## src/rtl/ghostchip_pkg.sv

```systemverilog
// Shared types and constants for the ghostchip video memory subsystem.
package ghostchip_pkg;

  localparam int unsigned HiresWidth       = 128;
  localparam int unsigned HiresHeight      = 64;
  localparam int unsigned LoresWidth       = 64;
  localparam int unsigned LoresHeight      = 32;
  localparam int unsigned StreakMaxDefault = 3;

  typedef enum logic [1:0] {
    StIdle,
    StIssue,
    StDone
  } arb_state_e;

  typedef enum logic [1:0] {
    WinNone,
    WinVd,
    WinClr,
    WinCpu
  } arb_win_e;

endpackage

```

## src/rtl/vram_clear_seq.sv

```systemverilog
// Clear-screen address sweep: raster order over the extent latched at start.
module vram_clear_seq
  import ghostchip_pkg::*;
(
  input  logic       clk,
  input  logic       rst_n,
  input  logic       start,
  input  logic       step,
  input  logic       hires,
  output logic [6:0] hpos,
  output logic [5:0] vpos,
  output logic       last
);

  logic [6:0] hpos_q, hpos_d, hmax;
  logic [5:0] vpos_q, vpos_d, vmax;
  logic       hires_q, hires_d;

  always_comb begin
    hmax = hires_q ? 7'(HiresWidth - 1) : 7'(LoresWidth - 1);
    vmax = hires_q ? 6'(HiresHeight - 1) : 6'(LoresHeight - 1);
    hpos = hpos_q;
    vpos = vpos_q;
    last = (hpos_q == hmax) && (vpos_q == vmax);
  end

  // A restart outranks a step in the same cycle.
  always_comb begin
    hpos_d  = hpos_q;
    vpos_d  = vpos_q;
    hires_d = hires_q;
    if (start) begin
      hpos_d  = '0;
      vpos_d  = '0;
      hires_d = hires;
    end else if (step) begin
      if (hpos_q == hmax) begin
        hpos_d = '0;
        vpos_d = (vpos_q == vmax) ? '0 : vpos_q + 6'd1;
      end else begin
        hpos_d = hpos_q + 7'd1;
      end
    end
  end

  always_ff @(posedge clk or negedge rst_n) begin
    if (!rst_n) begin
      hpos_q  <= '0;
      vpos_q  <= '0;
      hires_q <= 1'b0;
    end else begin
      hpos_q  <= hpos_d;
      vpos_q  <= vpos_d;
      hires_q <= hires_d;
    end
  end

endmodule

```

## src/rtl/vram_arbiter.sv

```systemverilog
// Single-port VRAM arbiter between video drive, screen clear and CPU,
// one access per two cycles with a bounded vdrive streak.
module vram_arbiter
  import ghostchip_pkg::*;
#(
  parameter int unsigned STREAK_MAX = StreakMaxDefault
) (
  input  logic       clk,
  input  logic       rst_n,
  input  logic       hires,
  input  logic       cpu_req,
  input  logic       cpu_we,
  input  logic [6:0] cpu_hpos,
  input  logic [5:0] cpu_vpos,
  input  logic [1:0] cpu_wdata,
  output logic       cpu_ack,
  output logic [1:0] cpu_rdata,
  input  logic       vd_req,
  input  logic [6:0] vd_hpos,
  input  logic [5:0] vd_vpos,
  output logic       vd_ack,
  output logic [1:0] vd_rdata,
  input  logic       clr_start,
  output logic       clr_busy,
  output logic       mem_en,
  output logic       mem_we,
  output logic [6:0] mem_hpos,
  output logic [5:0] mem_vpos,
  output logic [1:0] mem_din,
  input  logic [1:0] mem_dout
);

  localparam logic [1:0] StreakCap = 2'(STREAK_MAX);

  arb_state_e state_q, state_d;
  arb_win_e   win_q, win_d, grant;
  logic [1:0] streak_q, streak_d;
  logic       busy_q, busy_d;
  logic       clr_last_q, clr_last_d;
  logic [6:0] hpos_q, hpos_d;
  logic [5:0] vpos_q, vpos_d;
  logic       we_q, we_d;
  logic [1:0] din_q, din_d;

  logic [6:0] seq_hpos;
  logic [5:0] seq_vpos;
  logic       seq_last;
  logic       arb_en, clr_pend, cpu_pend, others_pend, vd_skip;

  vram_clear_seq u_clear_seq (
    .clk   (clk),
    .rst_n (rst_n),
    .start (clr_start),
    .step  (grant == WinClr),
    .hires (hires),
    .hpos  (seq_hpos),
    .vpos  (seq_vpos),
    .last  (seq_last)
  );

  always_comb begin
    arb_en      = (state_q == StIdle) || (state_q == StDone);
    clr_pend    = busy_q;
    cpu_pend    = cpu_req && !busy_q;
    others_pend = clr_pend || cpu_pend;
    vd_skip     = others_pend && (streak_q == StreakCap);
    grant       = WinNone;
    if (arb_en) begin
      if (vd_req && !vd_skip) begin
        grant = WinVd;
      end else if (clr_pend) begin
        grant = WinClr;
      end else if (cpu_pend) begin
        grant = WinCpu;
      end
    end
  end

  always_comb begin
    state_d    = state_q;
    win_d      = win_q;
    streak_d   = streak_q;
    busy_d     = busy_q;
    clr_last_d = clr_last_q;
    hpos_d     = hpos_q;
    vpos_d     = vpos_q;
    we_d       = we_q;
    din_d      = din_q;

    case (state_q)
      StIssue: state_d = StDone;
      StIdle, StDone: begin
        win_d   = grant;
        state_d = (grant == WinNone) ? StIdle : StIssue;
      end
      default: state_d = StIdle;
    endcase

    unique case (grant)
      WinVd: begin
        hpos_d = vd_hpos;
        vpos_d = vd_vpos;
        we_d   = 1'b0;
        din_d  = 2'b00;
        // The streak only grows while someone else is actually waiting.
        if (!others_pend) begin
          streak_d = 2'd0;
        end else begin
          streak_d = (streak_q == StreakCap) ? streak_q : streak_q + 2'd1;
        end
      end
      WinClr: begin
        hpos_d     = seq_hpos;
        vpos_d     = seq_vpos;
        we_d       = 1'b1;
        din_d      = 2'b00;
        clr_last_d = seq_last && !clr_start;
        streak_d   = 2'd0;
      end
      WinCpu: begin
        hpos_d   = cpu_hpos;
        vpos_d   = cpu_vpos;
        we_d     = cpu_we;
        din_d    = cpu_we ? cpu_wdata : 2'b00;
        streak_d = 2'd0;
      end
      default: ;
    endcase

    // Busy drops entering DONE of the final write so that DONE already
    // arbitrates as if the clear were finished.
    if (clr_start) begin
      busy_d = 1'b1;
    end else if ((state_q == StIssue) && (win_q == WinClr) && clr_last_q) begin
      busy_d = 1'b0;
    end
  end

  always_ff @(posedge clk or negedge rst_n) begin
    if (!rst_n) begin
      state_q    <= StIdle;
      win_q      <= WinNone;
      streak_q   <= 2'd0;
      busy_q     <= 1'b0;
      clr_last_q <= 1'b0;
      hpos_q     <= '0;
      vpos_q     <= '0;
      we_q       <= 1'b0;
      din_q      <= '0;
    end else begin
      state_q    <= state_d;
      win_q      <= win_d;
      streak_q   <= streak_d;
      busy_q     <= busy_d;
      clr_last_q <= clr_last_d;
      hpos_q     <= hpos_d;
      vpos_q     <= vpos_d;
      we_q       <= we_d;
      din_q      <= din_d;
    end
  end

  always_comb begin
    mem_en    = (state_q == StIssue);
    mem_we    = mem_en && we_q;
    mem_hpos  = mem_en ? hpos_q : '0;
    mem_vpos  = mem_en ? vpos_q : '0;
    mem_din   = mem_en ? din_q : '0;
    vd_ack    = (state_q == StDone) && (win_q == WinVd);
    cpu_ack   = (state_q == StDone) && (win_q == WinCpu);
    vd_rdata  = vd_ack ? mem_dout : '0;
    cpu_rdata = cpu_ack ? mem_dout : '0;
    clr_busy  = busy_q;
  end

endmodule

```

## config.mk

```make
export PLATFORM = sky130hd
export DESIGN_NAME = vram_arbiter
export DESIGN_NICKNAME = d
export VERILOG_FILES = /design/src/rtl/ghostchip_pkg.sv /design/src/rtl/vram_clear_seq.sv /design/src/rtl/vram_arbiter.sv
export SDC_FILE = /design/constraint.sdc
export NUM_CORES = 1
export LEC_CHECK = 0
export ABC_AREA = 1
export CELL_PAD_IN_SITES_DETAIL_PLACEMENT = 2
export CELL_PAD_IN_SITES_GLOBAL_PLACEMENT = 2
export CORE_AREA = 2 2 94 96
export CTS_CLUSTER_DIAMETER = 150
export DETAILED_ROUTE_END_ITERATION = 16
export DIE_AREA = 0 0 96 98
export GPL_ROUTABILITY_DRIVEN = 1
export HOLD_SLACK_MARGIN = 0.03
export PLACE_DENSITY = 0.81
export SYNTH_ARGS = -nofsm -noshare
export SYNTH_HDL_FRONTEND = slang
export SYNTH_SLANG_ARGS = --single-unit
```

## constraint.sdc

```tcl
create_clock -name clk -period 2.4 [get_ports clk]
set_clock_uncertainty 0.2 [all_clocks]
set_input_delay 0.48 -clock clk [delete_from_list [all_inputs] [get_ports clk]]
set_output_delay 0.48 -clock clk [all_outputs]
set_load 0.005 [all_outputs]
```

* After elaboration in Yosys (flattened, before gate mapping) *
Index checks and enable logic that the tools add are counted.

storage, ports and cells
  register bits = 38
  bits of input ports = 37
  output and inout port bits = 24
  word-level logic and storage cells = 85

operators by class
  add/sub/neg operators = 3
  equal/unequal tests = 12
  multiplexer cells = 30
  reductions and logical operators = 28

operators by type and width
  cell                                                             count
  6-bit 2-to-1 mux                                                 6
  7-bit 2-to-1 mux                                                 5
  7-bit one-hot mux with 3 select lines                            1
  2-bit 2-to-1 mux                                                 10
  6-bit one-hot mux with 3 select lines                            1
  2-bit == test, second input constant                             6
  2-bit one-hot mux with 2 select lines                            3
  1-bit logical AND                                                10
  2-bit nonzero test                                               5
  7-bit by 1-bit adder with 7-bit output, second input constant    1
  7-bit == test                                                    1
  6-bit by 1-bit adder with 6-bit output, second input constant    1
  2-bit by 1-bit == test with 1-bit output, second input constant  3
  6-bit == test                                                    1
  2-bit OR reduction                                               3
  2-bit zero test                                                  2
  2-bit AND reduction                                              2
  1-bit zero test                                                  3
  1-bit 2-to-1 mux                                                 3
  3-bit inequality test, second input constant                     1
  1-bit one-hot mux with 3 select lines                            1
  3-bit nonzero test                                               1
  2-bit by 1-bit adder with 2-bit output, second input constant    1
  1-bit logical OR                                                 2

* Longest topological paths before layout *
  depth after elaboration = 12
  gate-level depth with buffers = 10
  depth with buffers taken out = 9

* Modules after synthesis *
From an unflattened synthesis, not the netlist that was laid out.

second synthesis, totals
  cell total of the unflattened synthesis = 320
  area total of the unflattened synthesis = 2,309.7 um^2

by module, submodules not included
  module          times used  cells an instance  area each (um^2)  seq. area each (um^2)
  vram_arbiter    1           214                1,503.9           600.6
  vram_clear_seq  1           106                805.8             350.3

* Worst setup path after synthesis *
Ideal clock, no wire load.

  path kind = reg-to-output
  from = register state_q[0]
  to = output mem_en
  arrival = 0.972 ns
  required time = 1.720 ns
  slack = 0.748 ns
  cell stages (with the launch flop) = 4
  path buffers = 1
  cell sequence = dfrtp_1 > nand2_1 > clkbuf_1 > inv_1

between the ends
  cells in the longest elaborated chain, start to end = 1

ends and longest elaborated chain
  item                                      line                 text
  start: declaration                        vram_arbiter.sv:35   arb_state_e state_q, state_d;
  start signal: assignment                  vram_arbiter.sv:141  state_q <= StIdle;
  start signal: assignment                  vram_arbiter.sv:151  state_q <= state_d;
  2-bit by 1-bit == test with 1-bit output  vram_arbiter.sv:164  mem_en = (state_q == StIssue);
  end: declaration                          vram_arbiter.sv:25   output logic mem_en,

Every way passes these cells.

* Worst setup path in the final report *
  from = register state_q[0]
  to = output mem_we

between the ends
  cells in the longest elaborated chain, start to end = 2

ends and longest elaborated chain
  item                                      line                 text
  2-bit by 1-bit == test with 1-bit output  vram_arbiter.sv:164
  1-bit logical AND                         vram_arbiter.sv:165  mem_we = mem_en && we_q;
  end: declaration                          vram_arbiter.sv:26   output logic mem_we,

Every way passes these cells.

==> run_results.csv <==
group,metric,value,unit
die,die_area,9408,µm²
die,num_io_pins,61,
clock_network,cts-root-buf,"clkbuf_8",
global_route,grt_overflow,0,
die,start_util,0.2824,
layout,antennaDiodeCount,0,
timing,fmax,0.4294,GHz
global_route,grt_usage,0.1752,
setup_path,cp_max_fo,8,
pwr,p_leak,1.629,nW
run,maxCapViolCount,0,
clock_network,cts.sinks,38,
layout,fin_cells,510,
synthesis,netlist_area,2391,µm²
timing,worst_slew_pin_slew,516.0,ps
placed_design,hpwlAfterDp,5.959,mm
synthesis,synth_fa_ha_area_frac,0.01570,
synthesis,postSynthAreaPerCell,7.180,µm²
layout,syn_to_final_growth,38.78,%
global_route,grt_pass1_vias,2641,
setup_path,cp_num_buf_inv,3,
global_route,grt_pass1_wl,12.83,mm
setup_path,reg2reg_from,"state_q[0]",
routing,first_pass_iters,4,
layout,fin_area,3318,µm²
synthesis,syn-num-nets,373,
placed_design,place_congestion,0.7787,
clock_network,path_clk_slew,80,ps
timing,finalCritPeriodShare,0.9704,
setup_path,crit_start,"state_q[0]",
placed_design,placed_area,3103,µm²
die,num_rows,34,
setup_path,crit_path_start_kind,"flop",
clock_network,cts_hold_buffers,0,
clock_network,cts_tree,"yes",
synthesis,async_flop_share,1.000,
clock_network,clk_path_buf_depth,2,
layout,final_nets,441,
timing,relSlewSlack,0.6560,
placed_design,place_ws,-82.35,ps
clock_network,cts_inserted_buffers,5,
routing,wire_per_inst,15.48,µm
timing,final_hold_viol_count,0,
synthesis,yosysSeqAreaShare,0.3977,
synthesis,synth_warnings,0,
routing,drtIter0Drc,85,
routing,ant_nets,0,
routing,viasPerCell,4.727,
layout,layout_commonest_cell,"nand2_1",
layout,drive_gt1_frac,0.1194,
clock_network,cts_max_level,2,
synthesis,synth.distinct_cells,32,
placed_design,dp.cells,498,
synthesis,synth_compound_area_frac,0.04867,
synthesis,synth_edf_count,0,
setup_path,cpPeakStageDelay,500,ps
routing,num_vias,2411,
global_route,antenna_found_initial,0,
hold_path,min_path_type,"in2async",
setup_path,r2r_slack,450,ps
run_status,status,"finished, final reports clean",
placed_design,port_buffers,60,
synthesis,syn_inst,333,
pwr,ir_worst_vdd,0.0004008,V
setup_path,ff2ff_path_depth,9,
routing,wirelength,7.894,mm
setup_path,critical-path-top-delay-family,"buffers and inverters",
layout,final_cell_mix,"nand2_1, clkdlybuf4s50_1, dfrtp_1, inv_1, nor2_1",
timing,maxSlewViolCount,0,
pwr,powerDensity,847.9,nW/µm²
setup_path,worstSetupPathType,"reg2out",
synthesis,synth_seq_cells,38,
die,die_h,98,µm
synthesis,synth_xor_area_frac,0.01465,
timing,min_period,2329,ps
die,die_w,96,µm
setup_path,worstReg2RegEnd,"hpos_q[0]",
setup_path,critPathRequiredTime,1720,ps
setup_path,cp_slowest_cell,"clkdlybuf4s50_1",
clock_network,clk_latency,300,ps
die,fp.coreArea,8466,µm²
synthesis,synth_mux_area_frac,0,
synthesis,synth_top_flop_cell,"dfrtp_1",
pwr,power,2.814,mW
setup_path,critical_path.cell_chain,"buf_4 > nand2_4 > clkbuf_16 > nor2_1 > clkdlybuf4s50_1",
synthesis,synth_top_family_by_area,"simple AND/OR/NAND/NOR gates",
synthesis,synthSimpleGateAreaFrac,0.4123,
global_route,grt_start_max_net_pins,39,
setup_path,end_kind,"output pin",
routing,drc_errors,0,
timing,fin_ws,71.15,ps
timing,setup_viol,0,
setup_path,arrival,1650,ps
timing,holdWs,13.52,ps
==> worst reg2reg max path, cell delays in order, from the launching register on <==
cell and delay (ps):
dfrtp_1 410, buf_4 140, buf_4 130, inv_2 240, o211ai_4 180, buf_4 210, nand2_1 80, nand3_1 130
nand2_1 90, nand2_1 50
==> power by group <==
part | internal (mW) | switching, mW
Sequential | 0.817 | 0.111
Clock | 0.443 | 0.243
Combinational | 0.530 | 0.669
Total | 1.79 | 1.02
==> worst max-delay path by stage <==
stage | to | slack, ps | cells after the start
finish | mem_we | 70 | 5
global route | mem_we | -2 | 5
CTS | mem_en | 40 | 5
detailed placement | cpu_rdata[0] | -80 | 4
global placement | cpu_rdata[0] | -10 | 4
floorplan | mem_en | 750 | 3
==> synthesized netlist by cell type (all sizes together), types with 2 or more instances <==
| cell | number | share of area |
|---|---|---|
| buf | 12 | 0.039 |
| xnor2 | 2 | 0.0073 |
| nor2 | 37 | 0.069 |
| nand2 | 110 | 0.18 |
| nor4 | 3 | 0.0079 |
| clkbuf | 2 | 0.0031 |
| nand4 | 28 | 0.080 |
| a21oi | 3 | 0.0063 |
| ha | 3 | 0.016 |
| xor2 | 2 | 0.0073 |
| nor3 | 2 | 0.0042 |
| nand3 | 31 | 0.067 |
| o22ai | 2 | 0.0052 |
| o21ai | 12 | 0.028 |
| dfrtp | 38 | 0.40 |
| inv | 43 | 0.069 |
==> per-layer routing <==
layer | track usage | part of all wire | vias to the layer above
met5 | 0 | 0 | -
met3 | 0.03086 | 0.026 | 8
met4 | 0.04176 | 0.010 | 0
met1 | 0.2171 | 0.43 | 1171
li1 | - | - | 1200
met2 | 0.3104 | 0.53 | 32
==> cell families (layout without fill, tap and decap cells) <==
group / after synthesis / in the layout
compound gates: 18 / 18
xor+xnor: 4 / 4
fa+ha+maj: 3 / 3
buf+inv: 57 / 126
flops: 38 / 38
simple gates: 213 / 213
==> per-stage QoR <==
step	util	TNS, ps
5_1_grt	0.3920	-1.829
6_report	0.3920	0
4_1_cts	0.3856	0
3_3_place_gp	0.3665	-20.65
2_1_floorplan	-	0
3_5_place_dp	0.3665	-156.5
==> flip-flops by register name, indices dropped and copies added (netlist names), 2 cells and up <==
| register | cells |
|---|---|
| din_q | 2 |
| hpos_q | 7 |
| state_q | 2 |
| streak_q | 2 |
| u_clear_seq.hpos | 7 |
| u_clear_seq.vpos | 6 |
| vpos_q | 6 |
| win_q | 2 |
==> what timing repair did <==
item / 4_1_cts / 5_1_grt
setup buffers: 2 / 1
cloned: 0 / 1
pin swaps: 0 / 0
gates resized for setup: 6 / 8
setup endpoints to repair: 4 / 18
==> cell type report <==
| cell class | instances | area (µm²) |
|---|---|---|
| timing repair buffer | 75 | 735.7 |
| tap | 108 | 135.1 |
| sequential | 38 | 950.9 |
| multi-input combinational | 238 | 1190 |
| clock inverter | 2 | 60.06 |
| inverter | 43 | 163.9 |
| fill | 989 | 5147 |
| clock buffer | 6 | 82.58 |
Power figures use the tool's default switching activity.
